[config.mk]
export PLATFORM = sky130hd
export DESIGN_NAME = clock_time_core
export DESIGN_NICKNAME = d
export VERILOG_FILES = /design/src/rtl/clock_pkg.sv /design/src/rtl/clock_time_core_button.sv /design/src/rtl/clock_time_core.sv
export SDC_FILE = /design/constraint.sdc
export NUM_CORES = 1
export LEC_CHECK = 0
export ABC_CLOCK_PERIOD_IN_PS = 5700
export CORE_MARGIN = 4
export CORE_UTILIZATION = 32
export DETAILED_ROUTE_END_ITERATION = 12
export GPL_ROUTABILITY_DRIVEN = 0
export PLACE_DENSITY_LB_ADDON = 0.25
export SKIP_LAST_GASP = 1
export SLEW_MARGIN = 25
export SYNTH_ARGS = -nofsm -noshare
export SYNTH_HDL_FRONTEND = slang
export SYNTH_SLANG_ARGS = --single-unit
[constraint.sdc]
create_clock -name clk -period 5.7 [get_ports clk]
set_input_delay 0.57 -clock clk [delete_from_list [all_inputs] [get_ports clk]]
set_output_delay 0.57 -clock clk [all_outputs]
set_load 0.05 [all_outputs]
[src/rtl/clock_pkg.sv]
// Shared types and helpers for the clock core: two-digit BCD fields, limits,
// BCD increment with wrap and the 24h -> 12h display mapping.
package clock_pkg;

    localparam int DIGIT_W = 4;
    localparam int SEC_MAX = 59;
    localparam int MIN_MAX = 59;
    localparam int HR_MAX  = 23;

    typedef struct packed {
        logic [DIGIT_W-1:0] tens;
        logic [DIGIT_W-1:0] ones;
    } bcd2_t;

    function automatic bcd2_t to_bcd2(input int unsigned v);
        bcd2_t r;
        r.tens = DIGIT_W'(v / 10);
        r.ones = DIGIT_W'(v % 10);
        return r;
    endfunction

    // Increment a two-digit BCD value, wrapping to 00 after max_val.
    function automatic bcd2_t bcd_inc(input bcd2_t v, input int unsigned max_val);
        bcd2_t r;
        if (v == to_bcd2(max_val)) begin
            r = '0;
        end else if (v.ones == DIGIT_W'(9)) begin
            r.tens = v.tens + DIGIT_W'(1);
            r.ones = '0;
        end else begin
            r.tens = v.tens;
            r.ones = v.ones + DIGIT_W'(1);
        end
        return r;
    endfunction

    function automatic logic is_pm(input bcd2_t hh);
        return (hh.tens > DIGIT_W'(1)) || (hh.tens == DIGIT_W'(1) && hh.ones >= DIGIT_W'(2));
    endfunction

    // 00 -> 12, 01..12 unchanged, 13..23 -> 01..11.
    function automatic bcd2_t map_12h(input bcd2_t hh);
        int unsigned b;
        b = 32'(hh.tens) * 10 + 32'(hh.ones);
        if (b == 0) begin
            b = 12;
        end else if (b > 12) begin
            b = b - 12;
        end
        return to_bcd2(b);
    endfunction

endpackage

[src/rtl/clock_time_core_button.sv]
// Button conditioner: two-flop synchroniser, symmetric debounce and
// hold-to-repeat, producing one-cycle event strobes.
module button_conditioner #(
    parameter int DB         = 1_000_000,
    parameter int RPT_DELAY  = 50_000_000,
    parameter int RPT_PERIOD = 10_000_000
) (
    input  logic clk,
    input  logic rst,
    input  logic btn,
    output logic strobe
);

    localparam int DB_W  = $clog2(DB + 1);
    localparam int RPT_MAX = (RPT_DELAY > RPT_PERIOD) ? RPT_DELAY : RPT_PERIOD;
    localparam int RPT_W = $clog2(RPT_MAX + 1);

    logic [1:0]       sync;
    logic             pressed;
    logic [DB_W-1:0]  db_cnt;
    logic [RPT_W-1:0] rpt_cnt;

    always_ff @(posedge clk or posedge rst) begin
        if (rst) begin
            sync    <= '0;
            pressed <= 1'b0;
            db_cnt  <= DB_W'(DB - 1);
            rpt_cnt <= RPT_W'(RPT_DELAY - 1);
            strobe  <= 1'b0;
        end else begin
            sync   <= {sync[0], btn};
            strobe <= 1'b0;

            if (sync[1] == pressed) begin
                db_cnt <= DB_W'(DB - 1);
            end else if (db_cnt == '0) begin
                pressed <= sync[1];
                db_cnt  <= DB_W'(DB - 1);
                if (sync[1]) begin
                    strobe  <= 1'b1;
                    rpt_cnt <= RPT_W'(RPT_DELAY - 1);
                end
            end else begin
                db_cnt <= db_cnt - DB_W'(1);
            end

            // Repeat only while the pin is still seen high, so a release
            // in progress never produces a late extra event.
            if (pressed && sync[1]) begin
                if (rpt_cnt == '0) begin
                    strobe  <= 1'b1;
                    rpt_cnt <= RPT_W'(RPT_PERIOD - 1);
                end else begin
                    rpt_cnt <= rpt_cnt - RPT_W'(1);
                end
            end
        end
    end

endmodule

[src/rtl/clock_time_core.sv]
// Timekeeping core: 1 Hz prescaler, 24h BCD hh:mm:ss chain, 12h display
// mapping, colon blink and button-driven minute/hour setting.
module clock_time_core
    import clock_pkg::*;
#(
    parameter int TICK_CYCLES       = 100_000_000,
    parameter int DB_CYCLES         = 1_000_000,
    parameter int RPT_DELAY_CYCLES  = 50_000_000,
    parameter int RPT_PERIOD_CYCLES = 10_000_000
) (
    input  logic       clk,
    input  logic       rst,
    input  logic       run_en,
    input  logic       mode_12h,
    input  logic       min_btn,
    input  logic       hr_btn,
    output logic [3:0] sec_ones,
    output logic [3:0] sec_tens,
    output logic [3:0] min_ones,
    output logic [3:0] min_tens,
    output logic [3:0] hr_ones,
    output logic [3:0] hr_tens,
    output logic       pm,
    output logic       sec_pulse,
    output logic       colon
);

    localparam int PW = $clog2(TICK_CYCLES);

    logic [PW-1:0] presc;
    bcd2_t         ss, mm, hh;
    bcd2_t         hh_step, hh_next, hh_disp;
    logic          min_ev, hr_ev;
    logic          tick, sec_wrap, hr_carry;

    button_conditioner #(
        .DB(DB_CYCLES), .RPT_DELAY(RPT_DELAY_CYCLES), .RPT_PERIOD(RPT_PERIOD_CYCLES)
    ) u_min_btn (
        .clk(clk), .rst(rst), .btn(min_btn), .strobe(min_ev)
    );

    button_conditioner #(
        .DB(DB_CYCLES), .RPT_DELAY(RPT_DELAY_CYCLES), .RPT_PERIOD(RPT_PERIOD_CYCLES)
    ) u_hr_btn (
        .clk(clk), .rst(rst), .btn(hr_btn), .strobe(hr_ev)
    );

    assign tick     = run_en && (presc == PW'(TICK_CYCLES - 1));
    assign sec_wrap = (ss == to_bcd2(SEC_MAX));
    // A minute event discards a coinciding tick, so it cannot carry into hh.
    assign hr_carry = tick && !min_ev && sec_wrap && (mm == to_bcd2(MIN_MAX));

    always_comb begin
        hh_step = hr_carry ? bcd_inc(hh, HR_MAX) : hh;
        hh_next = hr_ev ? bcd_inc(hh_step, HR_MAX) : hh_step;
    end

    always_ff @(posedge clk or posedge rst) begin
        if (rst) begin
            presc     <= '0;
            ss        <= '0;
            mm        <= '0;
            hh        <= '0;
            sec_pulse <= 1'b0;
        end else begin
            sec_pulse <= tick && !min_ev;

            if (min_ev || tick) begin
                presc <= '0;
            end else if (run_en) begin
                presc <= presc + PW'(1);
            end

            if (min_ev) begin
                ss <= '0;
                mm <= bcd_inc(mm, MIN_MAX);
            end else if (tick) begin
                ss <= bcd_inc(ss, SEC_MAX);
                if (sec_wrap) begin
                    mm <= bcd_inc(mm, MIN_MAX);
                end
            end

            hh <= hh_next;
        end
    end

    assign hh_disp  = mode_12h ? map_12h(hh) : hh;
    assign sec_ones = ss.ones;
    assign sec_tens = ss.tens;
    assign min_ones = mm.ones;
    assign min_tens = mm.tens;
    assign hr_ones  = hh_disp.ones;
    assign hr_tens  = hh_disp.tens;
    assign pm       = is_pm(hh);
    assign colon    = !run_en || (presc < PW'(TICK_CYCLES / 2));

endmodule

# == After elaboration in Yosys (flattened, before gate mapping) ==
# Index checks and enable logic that the tools add are counted.
# word_totals
output_inout_bits,27
register_bits,152
elab_cells,131
# op_classes
addsub,15
bitwise_logic,2
div,2
eq_ne,14
n_reduce_logical,31
n_mul,1
n_lt_le_gt_ge,4
n_mux,44
# ops
cell,n
$mux W26,10
$mux W8,16
$mux W20,4
$mux W32,2
$mux W27,2
$logic_not A26 Y1,2
$sub A26 B1 Y26 const B,2
$logic_not A20 Y1,2
$sub A20 B1 Y20 const B,2
$add A4 B1 Y4 const B,8
$div A32 B4 Y32 const B,1
$logic_not A32 Y1,1
$mod A32 B4 Y32 const B,1
$add A27 B1 Y27 const B,1
$eq A27 B27 Y1 const B,1
$lt A27 B26 Y1 const B,1
$eq A4 B4 Y1 const B,4
$eq A8 B6 Y1 const B,2
$eq A8 B7 Y1 const B,2
$reduce_bool A2 Y1,7
$mux W1,10
$sub A9 B4 Y10 const B,1
$add A8 B4 Y9,1
$gt A9 B4 Y1 const B,1
other kinds (13),29

# == Logic depth before layout (Yosys ltp) ==
# Gate-level depths: netlist (run 1).
# logic_depth
ltp_word,10
depth_mapped,20

# == Cells and area by module ==
# Synthesis (run 1) repeated with hierarchy kept, for this count alone.
# hier_totals
cells_unflattened,1079
area_unflattened_um2,9905.8
# modules_own_cells
mod,instances,cells_each,area_each_um2,seq_area_each_um2
button_conditioner,2,284,2808.9,1288.7
clock_time_core,1,511,4287.9,1301.2

# == Worst setup path after synthesis (run 1) ==
# Ideal clock, no wire load.
# synth_path
kind,register to output
from,reg hh[5] (netlist name)
to,out hr_ones[1]
required_time_ns,5.130
t_arrival_ns,5.438
stages_incl_launch_ff,18
slack_ns,-0.308
path_cell_list,dfrtp_1 > ha_1 > ha_1 > inv_1 > fa_1 > nand2b_2 > o221ai_2 > o211ai_1 > or3_4 > and3b_1 > buf_2 > maj3_1 > nand2_1 > mux2i_4 > or4_1 > o221ai_1 > nor3_1 > o31ai_1
# synth_between
elab_chain_cells,7
word_cells_on_any_way,9
# synth_lines
element,line,source
from (decl),clock_time_core.sv:31,"bcd2_t ss, mm, hh;"
from (signal assigned),clock_time_core.sv:84,hh <= hh_next;
$mul A4 B3 Y7 *,clock_pkg.sv:44,b = 32'(hh.tens) * 10 + 32'(hh.ones);
$add A8 B4 Y9 *,clock_pkg.sv:44,
$sub A9 B4 Y10 / $gt A9 B4 Y1 (equally long branches),"clock_pkg.sv:48, clock_pkg.sv:47",
$mux W32,clock_pkg.sv:47,end else if (b > 12) begin
$mux W32 *,clock_pkg.sv:45,if (b == 0) begin
$mod A32 B4 Y32 *,clock_pkg.sv:18,r.ones = DIGIT_W'(v % 10);
$mux W8 *,clock_time_core.sv:88,assign hh_disp = mode_12h ? map_12h(hh) : hh;
to (decl),clock_time_core.sv:21,"output logic [3:0] hr_ones,"
# Mark *: on every way between the ends. The rest lies on a longest branch, timed or not.

# == Worst setup path after layout (run 1) ==
# layout_path
from,reg hh[7] (netlist name)
to,out hr_ones[2]
# Same word-level chain as after synthesis.

==> metrics, run 1 <==
flops & latches, synth 152; flop-to-flop setup slack 1420 ps; delay-heaviest family, CP compound AO/OA/AOI/OAI gates; CP peak stage delay 600 ps; Hold Path Origin u_hr_btn.sync[0]; Mean Syn Cell Area 8.86 um^2; Net Sw Frac 0.263; mux cell area share after synthesis 0.0159; post-DR vias/cell 5.07; gr ovfl total 0; cts hold-fix bufs 0; synthesized area 9360 um^2; Final min period 5710 ps; Final Cycle Share 1.00; Hold EP u_hr_btn.sync[1]; crit path cell chain ha_1 > ha_2 > inv_2 > fa_2 > and2b_2 > nand4_4 > a21oi_1 > o311a_4 > a2111o_1 > buf_4 > o211a_1 > or3_4 > mux2i_4 > mux2_4 > o311a_1 > a32oi_2 > buf_12; largest family of logic cells by synthesized area simple AND/OR/NAND/NOR gates; number of port buffers 32; area share of and/or/nand/nor cells after synthesis 0.258; max-cap violations 0; Synth Flop Type dfrtp_1; r2r worst-path depth 9; crit start category flop; clock power share 0.467; final hold violation count 0; clock skew 14.7 ps; Final WS setup -10.6 ps; GRT Util Overall 0.135; Layout Nets approximately 1,200; Antenna Cells 0; Synth Area in Compound Gates 0.133; initial antenna violation count 0; final setup vio count 2; ANT nets after route 0; initial core utilization 0.325; io pins 33; ys async rst share 1.00; HPWL Detailed 14,500 um; Peak Freq 175 MHz; layout cells sized above 1 0.188; syn_nets 1,098; fin area 11,300 um^2; top-area cell type share of the netlist area 0.246; post-synthesis sequential area ratio 0.414; Worst R2R Start u_hr_btn.rpt_cnt[3]; FF-to-FF End u_hr_btn.rpt_cnt[2]; Worst setup EP type primary output; Cell Area, Placed 10,200 um^2; CTS tree yes; die area 32,100 um^2; H-tree depth 4; Int Pwr 1.75 mW; Crit path required time 5130 ps; Non-Filler Instances 1,513; pwr dens between 200 and 250 nW/um^2; vias in the first global route 7,492; Rows 62; Vert. Die Dim 179 um; fraction of the mapped netlist area in adder cells 0.0508; violated checks negative setup slack; TritonCTS Buffers 17; WL/cell 14.0 um; cell accounting for the most synthesized area dfrtp_1; CP max FO 5; # clock sinks 152; Slew @ Worst Pin 893 ps; largest net degree at the start of global routing 62; Clock Latency Late Sink around 430 ps; Core Area 28,800 um^2; relative slew slack 0.404; peak supply drop 0.154 mV; P_sw 622 uW; Initial DRC Count between 300 and 400; RSZ-0062 raised after global routing yes; global-route wire length before repair 36,100 um; Logic pwr share 0.049; routed vias 7,671; register share of total power 0.483; Critical-path top delay cell fa_2; cell count of the worst hold path 0; Post-Synth XOR/XNOR Area 0.0941; Unique masters post-synth 78; YS warnings 0; leakage power 4.74 nW; count of pins over their slew limit 0; CTS clk-pin slew, worst paths around 80 ps; CP bufs+invs 3; Root Driver clkbuf_16; most frequent cell after synthesis nor2_1; Residual DRC 0; Post-synth EDFFs 0; Detailed Routing Iterations Pass 1 7; status finished with violations; Clock Path Buffers 2; P&R area growth vs syn 20.2%; top post-synthesis cells by count nor2_1, nand2_1, dfrtp_1; leading post-synthesis cells by cell area dfrtp_1, dfstp_2, nor2_1, xnor2_1, nand2_1; WHS about 350 ps; Arrival @ worst endpoint 5140 ps; Worst Hold Class reg2reg; placed cell count 1,458; Crit Path Class reg2out; die width 179 um; Mapped Cells between 1,000 and 1,500; routed wire length 21,100 um
-- worst max-delay path by stage --
stage | start | slack [ps] | end | cells past startpoint
3_3_place_gp | hh[4] | 170 | hr_ones[1] | 19
2_1_floorplan | hh[5] | 110 | hr_ones[1] | 17
4_1_cts | hh[7] | -10 | hr_ones[2] | 16
3_5_place_dp | hh[4] | 120 | hr_ones[1] | 19
6_report | hh[7] | -10 | hr_ones[2] | 17
5_1_grt | hh[7] | -240 | hr_ones[3] | 17
-- per-stage QoR --
stage	utilization	total power [mW]	setup WS (ps)	TNS, ps
after global routing	0.391	2.47	-242	-620
after CTS	0.383	2.41	-15.0	-16.9
after detailed placement	0.356	1.28	124	0
after global placement	0.356	1.28	166	0
final	0.391	2.37	-10.6	-14.7
after floorplan	-	1.24	112	0
-- layer usage --
metal	vias up	global-route usage	share of wire
li1	3844	-	-
met1	3707	0.183	0.49
met2	96	0.226	0.47
met3	24	0.0228	0.025
met4	0	0.0342	0.012
met5	-	0	0
-- layout by cell type, fill, tap and decap left out, drive strengths merged, types with 4 or more instances in the layout --
cell type,instances
a2111oi,5
a211oi,6
a21o,5
a21oi,46
a22o,5
a31oi,7
and3,12
buf,52
clkbuf,18
clkdlybuf4s50,26
dfrtp,92
dfstp,60
ha,34
inv,49
mux2,5
mux2i,8
nand2,114
nand2b,23
nand3,34
nand3b,4
nand4,20
nor2,145
nor2b,11
nor3,44
nor3b,7
nor4,28
nor4b,4
o211ai,4
o21a,7
o21ai,57
o31ai,9
o41ai,4
or2,6
or3,21
or4,10
xnor2,63
xor2,31
-- power by group through the flow --
| stage | Sequential [mW] | Combinational [mW] | Clock [mW] |
|---|---|---|---|
| 2_1_floorplan | 1.16 | 0.0865 | 0 |
| 3_3_place_gp | 1.16 | 0.117 | 0 |
| 3_5_place_dp | 1.16 | 0.120 | 0 |
| 4_1_cts | 1.14 | 0.120 | 1.14 |
| 5_1_grt | 1.15 | 0.136 | 1.19 |
| 6_report | 1.14 | 0.117 | 1.11 |
-- registers in the layout, summed over array words and instances (netlist names) --
name and cells:
presc 27, u_hr_btn.rpt_cnt 26, u_min_btn.rpt_cnt 26, u_hr_btn.db_cnt 20, u_min_btn.db_cnt 20, hh 8
min_ones 4, min_tens 4, sec_ones 4, sec_tens 4, u_hr_btn.sync 2, u_min_btn.sync 2
sec_pulse 1, u_hr_btn.pressed 1, u_hr_btn.strobe 1, u_min_btn.pressed 1, u_min_btn.strobe 1
-- kinds of logic after synthesis --
family                   count (synthesis)
AO/OA/AOI/OAI                          190
XOR/XNOR                                95
adder cells (fa/ha/maj)                 37
buffers and inverters                   77
flip-flops                             152
multiplexers                            13
AND/OR/NAND/NOR                        492
-- timing repair --
item / in CTS / in global routing
gates resized for setup: 25 / 29
buffers inserted: 11 / 12
pin swaps: 14 / 15
endpoints found under the setup margin: 4 / 4
-- cell type report --
type	instances	area, um^2
multi-input cells	827	5450
well taps	384	480
inverters	40	155
clock inverters	14	131
repair buffers	78	721
flip-flops and latches	152	3880
fillers	2837	17500
clock buffers	18	439
No activity file was read; power rests on OpenSTA's default activity.
==> run 2: changes to the inputs <==
Settings changed: CORE_UTILIZATION 32 to 57, SLEW_MARGIN 25 to 10.
==> run 2 against run 1 <==
  * The flow still finishes with violations (negative setup slack)
  * Critical path type unchanged
  * Design area decreased by 1.9%
  * Sequential power hardly changed
  * Worst setup slack got worse by 130 ps
  * Wire length shrank 1.5%
  * First-iteration DRC count rose by 67%
  * Non-clock buffer count decreased by 12
  * Hold slack improved by 33 ps
  * Highest routed layer unchanged
  * Utilization up 30 points
  * Clock power up 7%
  * Count of clock-buffer cells in the layout up 4
==> metrics, run 2 (synthesized netlist as in run 1, its figures left out) <==
Crit path required time 5130 ps (about the same); status finished with violations; GRT Util Overall 0.226 (+0.0905); die width 136 um (-24%); initial core utilization 0.585 (+0.260); Antenna Cells 0 (unchanged); Initial DRC Count 557 (+67%); most used routing layer met2; RSZ-0062 raised after global routing yes; Net Sw Frac 0.222 (-0.0401); pwr dens 222 nW/um^2 (+5.6%); P_sw 545 uW (-12%); Clock Latency Late Sink 420 ps (about the same); largest register by flop count presc; post-DR vias/cell 5.90 (+16%); CTS clk-pin slew, worst paths 60 ps (-20 ps); fin area 11,000 um^2 (-1.9%); io pins 33 (unchanged); initial antenna violation count 0 (unchanged); clock power share 0.487 (+0.020); Peak Freq 171 MHz (-2.2%); relative slew slack 0.374 (-0.0297); # clock sinks 152 (unchanged); Int Pwr 1.91 mW (+9.2%); layout cells sized above 1 0.179 (-0.00873); Rows 46 (-26%); vias in the first global route 7,505 (+0.17%); largest net degree at the start of global routing 95 (+53%); routed wire length 20,800 um (-1.5%); ANT nets after route 0 (unchanged); count of pins over their slew limit 0 (unchanged); clock skew 10.1 ps (-4.60 ps); TritonCTS Buffers 17 (unchanged); WL/cell 15.6 um (+12%); Worst Hold Class reg2reg; routed vias 7,860 (+2.5%); Arrival @ worst endpoint 5270 ps (+130 ps); Slew @ Worst Pin 939 ps (+46.3 ps); largest registers presc: 27 flops, u_hr_btn.rpt_cnt: 26 flops, u_min_btn.rpt_cnt: 26 flops; Fillers 1,238 (-56%); global-route wire length before repair 34,700 um (-3.8%); Detailed Routing Iterations Pass 1 5 (-2); Final min period 5840 ps (+129 ps); peak supply drop 0.258 mV (+67%); WHS 385 ps (+33.5 ps); final hold violation count 0 (unchanged); H-tree depth 4 (unchanged); CTS tree yes; Worst setup EP type primary output; violated checks negative setup slack; Final WS setup -140 ps (-129 ps); most frequent cells in the layout nor2_1, nand2_1, dfrtp_1; Largest register FFs 27 (unchanged); final setup vio count 4 (+2); P&R area growth vs syn 17.9%; total negative slack -415 ps (-400 ps); met2 usage 0.375 (+0.149); Layout Nets 1,146 (-1.0%); crit start category flop; Crit Path Class reg2out; final core occ 0.690 (+0.299); Clock Path Buffers 2 (unchanged); most common cell after layout, fill and taps aside nor2_1; leakage power 4.71 nW (-0.73%); max-cap violations 0 (unchanged); register share of total power 0.467 (-0.016); Residual DRC 0 (unchanged); CP max FO 5 (unchanged); Root Driver clkbuf_16; Logic pwr share 0.046 (-0.003); met3 Usage GRT 0.0403 (+0.0176); Core Area 16,000 um^2 (-44%); gr ovfl total 0 (unchanged); number of port buffers 32 (unchanged); Final Cycle Share 1.02 (+0.0227); HPWL Detailed 13,300 um (-8.1%); routing usage on met1 0.309 (+0.126); Vert. Die Dim 136 um (-24%); Cell Area, Placed 9950 um^2 (-2.8%); die area 18,500 um^2 (-42%)
-- run 2: cell types whose count changed in the layout (fill, tap and decap cells not counted), moves of 4 or more --
cell,previous run,this run
buf_4,45,31
bufinv_16,0,4
clkbuf_1,0,4
inv_6,7,2
-- run 2: cell type report --
class	instances	area (um^2)	area share
timing repair buffer	66	643	0.0583
clock inverter	10	170	0.0154
clock buffer	22	454	0.0412
sequential	152	3880	0.352
multi-input combinational	827	5460	0.495
tap	216	270	0.0245
inverter	40	155	0.0141
-- run 2: worst paths after layout --
check	startpoint	endpoint	slack, ps	cells after the start
max	hh[5]	hr_ones[1]	-140	18
min	u_hr_btn.sync[0]	u_hr_btn.sync[1]	380	0
max reg2reg	u_hr_btn.rpt_cnt[3]	u_hr_btn.rpt_cnt[2]	1460	9
min reg2reg	u_hr_btn.sync[0]	u_hr_btn.sync[1]	380	0
max in group asynchronous	rst	u_hr_btn.rpt_cnt[7]	3800	3
min in group asynchronous	rst	presc[0]	700	2
-- run 2: routing by layer --
metal / routed length [um] / up-vias / share of wire
li1: - / 3816 / -
met1: 9540 / 3846 / 0.46
met2: 10300 / 176 / 0.49
met3: 784 / 22 / 0.038
met4: 208 / 0 / 0.010
met5: 0 / - / 0
-- run 2: power groups by stage --
| stage | combinational [mW] | clock, mW | sequential, mW |
|---|---|---|---|
| floorplan | 0.0865 | 0 | 1.16 |
| global placement | 0.114 | 0 | 1.16 |
| detailed placement | 0.115 | 0 | 1.16 |
| CTS | 0.117 | 1.21 | 1.14 |
| global route | 0.131 | 1.27 | 1.15 |
| finish | 0.113 | 1.19 | 1.14 |
-- run 2: metrics by stage --
step / std cells / power (mW) / setup WS [ps]
after global routing: 1333 / 2.55 / -286
after global placement: 1280 / 1.27 / 247
after floorplan: 1056 / 1.24 / 112
after detailed placement: 1280 / 1.28 / 161
final: 1333 / 2.45 / -140
after CTS: 1321 / 2.47 / 7.30
-- run 2: worst max-delay path, cell delays in order, from the launching register on --
cell	delay [ps]
dfrtp_1	410
ha_4	300
ha_4	130
inv_2	40
fa_2	580
and2b_2	260
nand4_4	140
a21oi_2	80
o311a_4	420
a2111o_1	490
buf_6	150
and3_4	150
nor4_4	430
a2bb2oi_2	180
or4_1	440
o221ai_2	70
nor3_1	80
o31ai_2	260
clkbuf_16	220
-- run 2: repair_timing --
item | in CTS | in global routing
setup buffers | 9 | 12
gates resized for setup | 25 | 39
hold buffers | 0 | 0
pin swaps | 12 | 22
endpoints found under the setup margin | 4 | 4
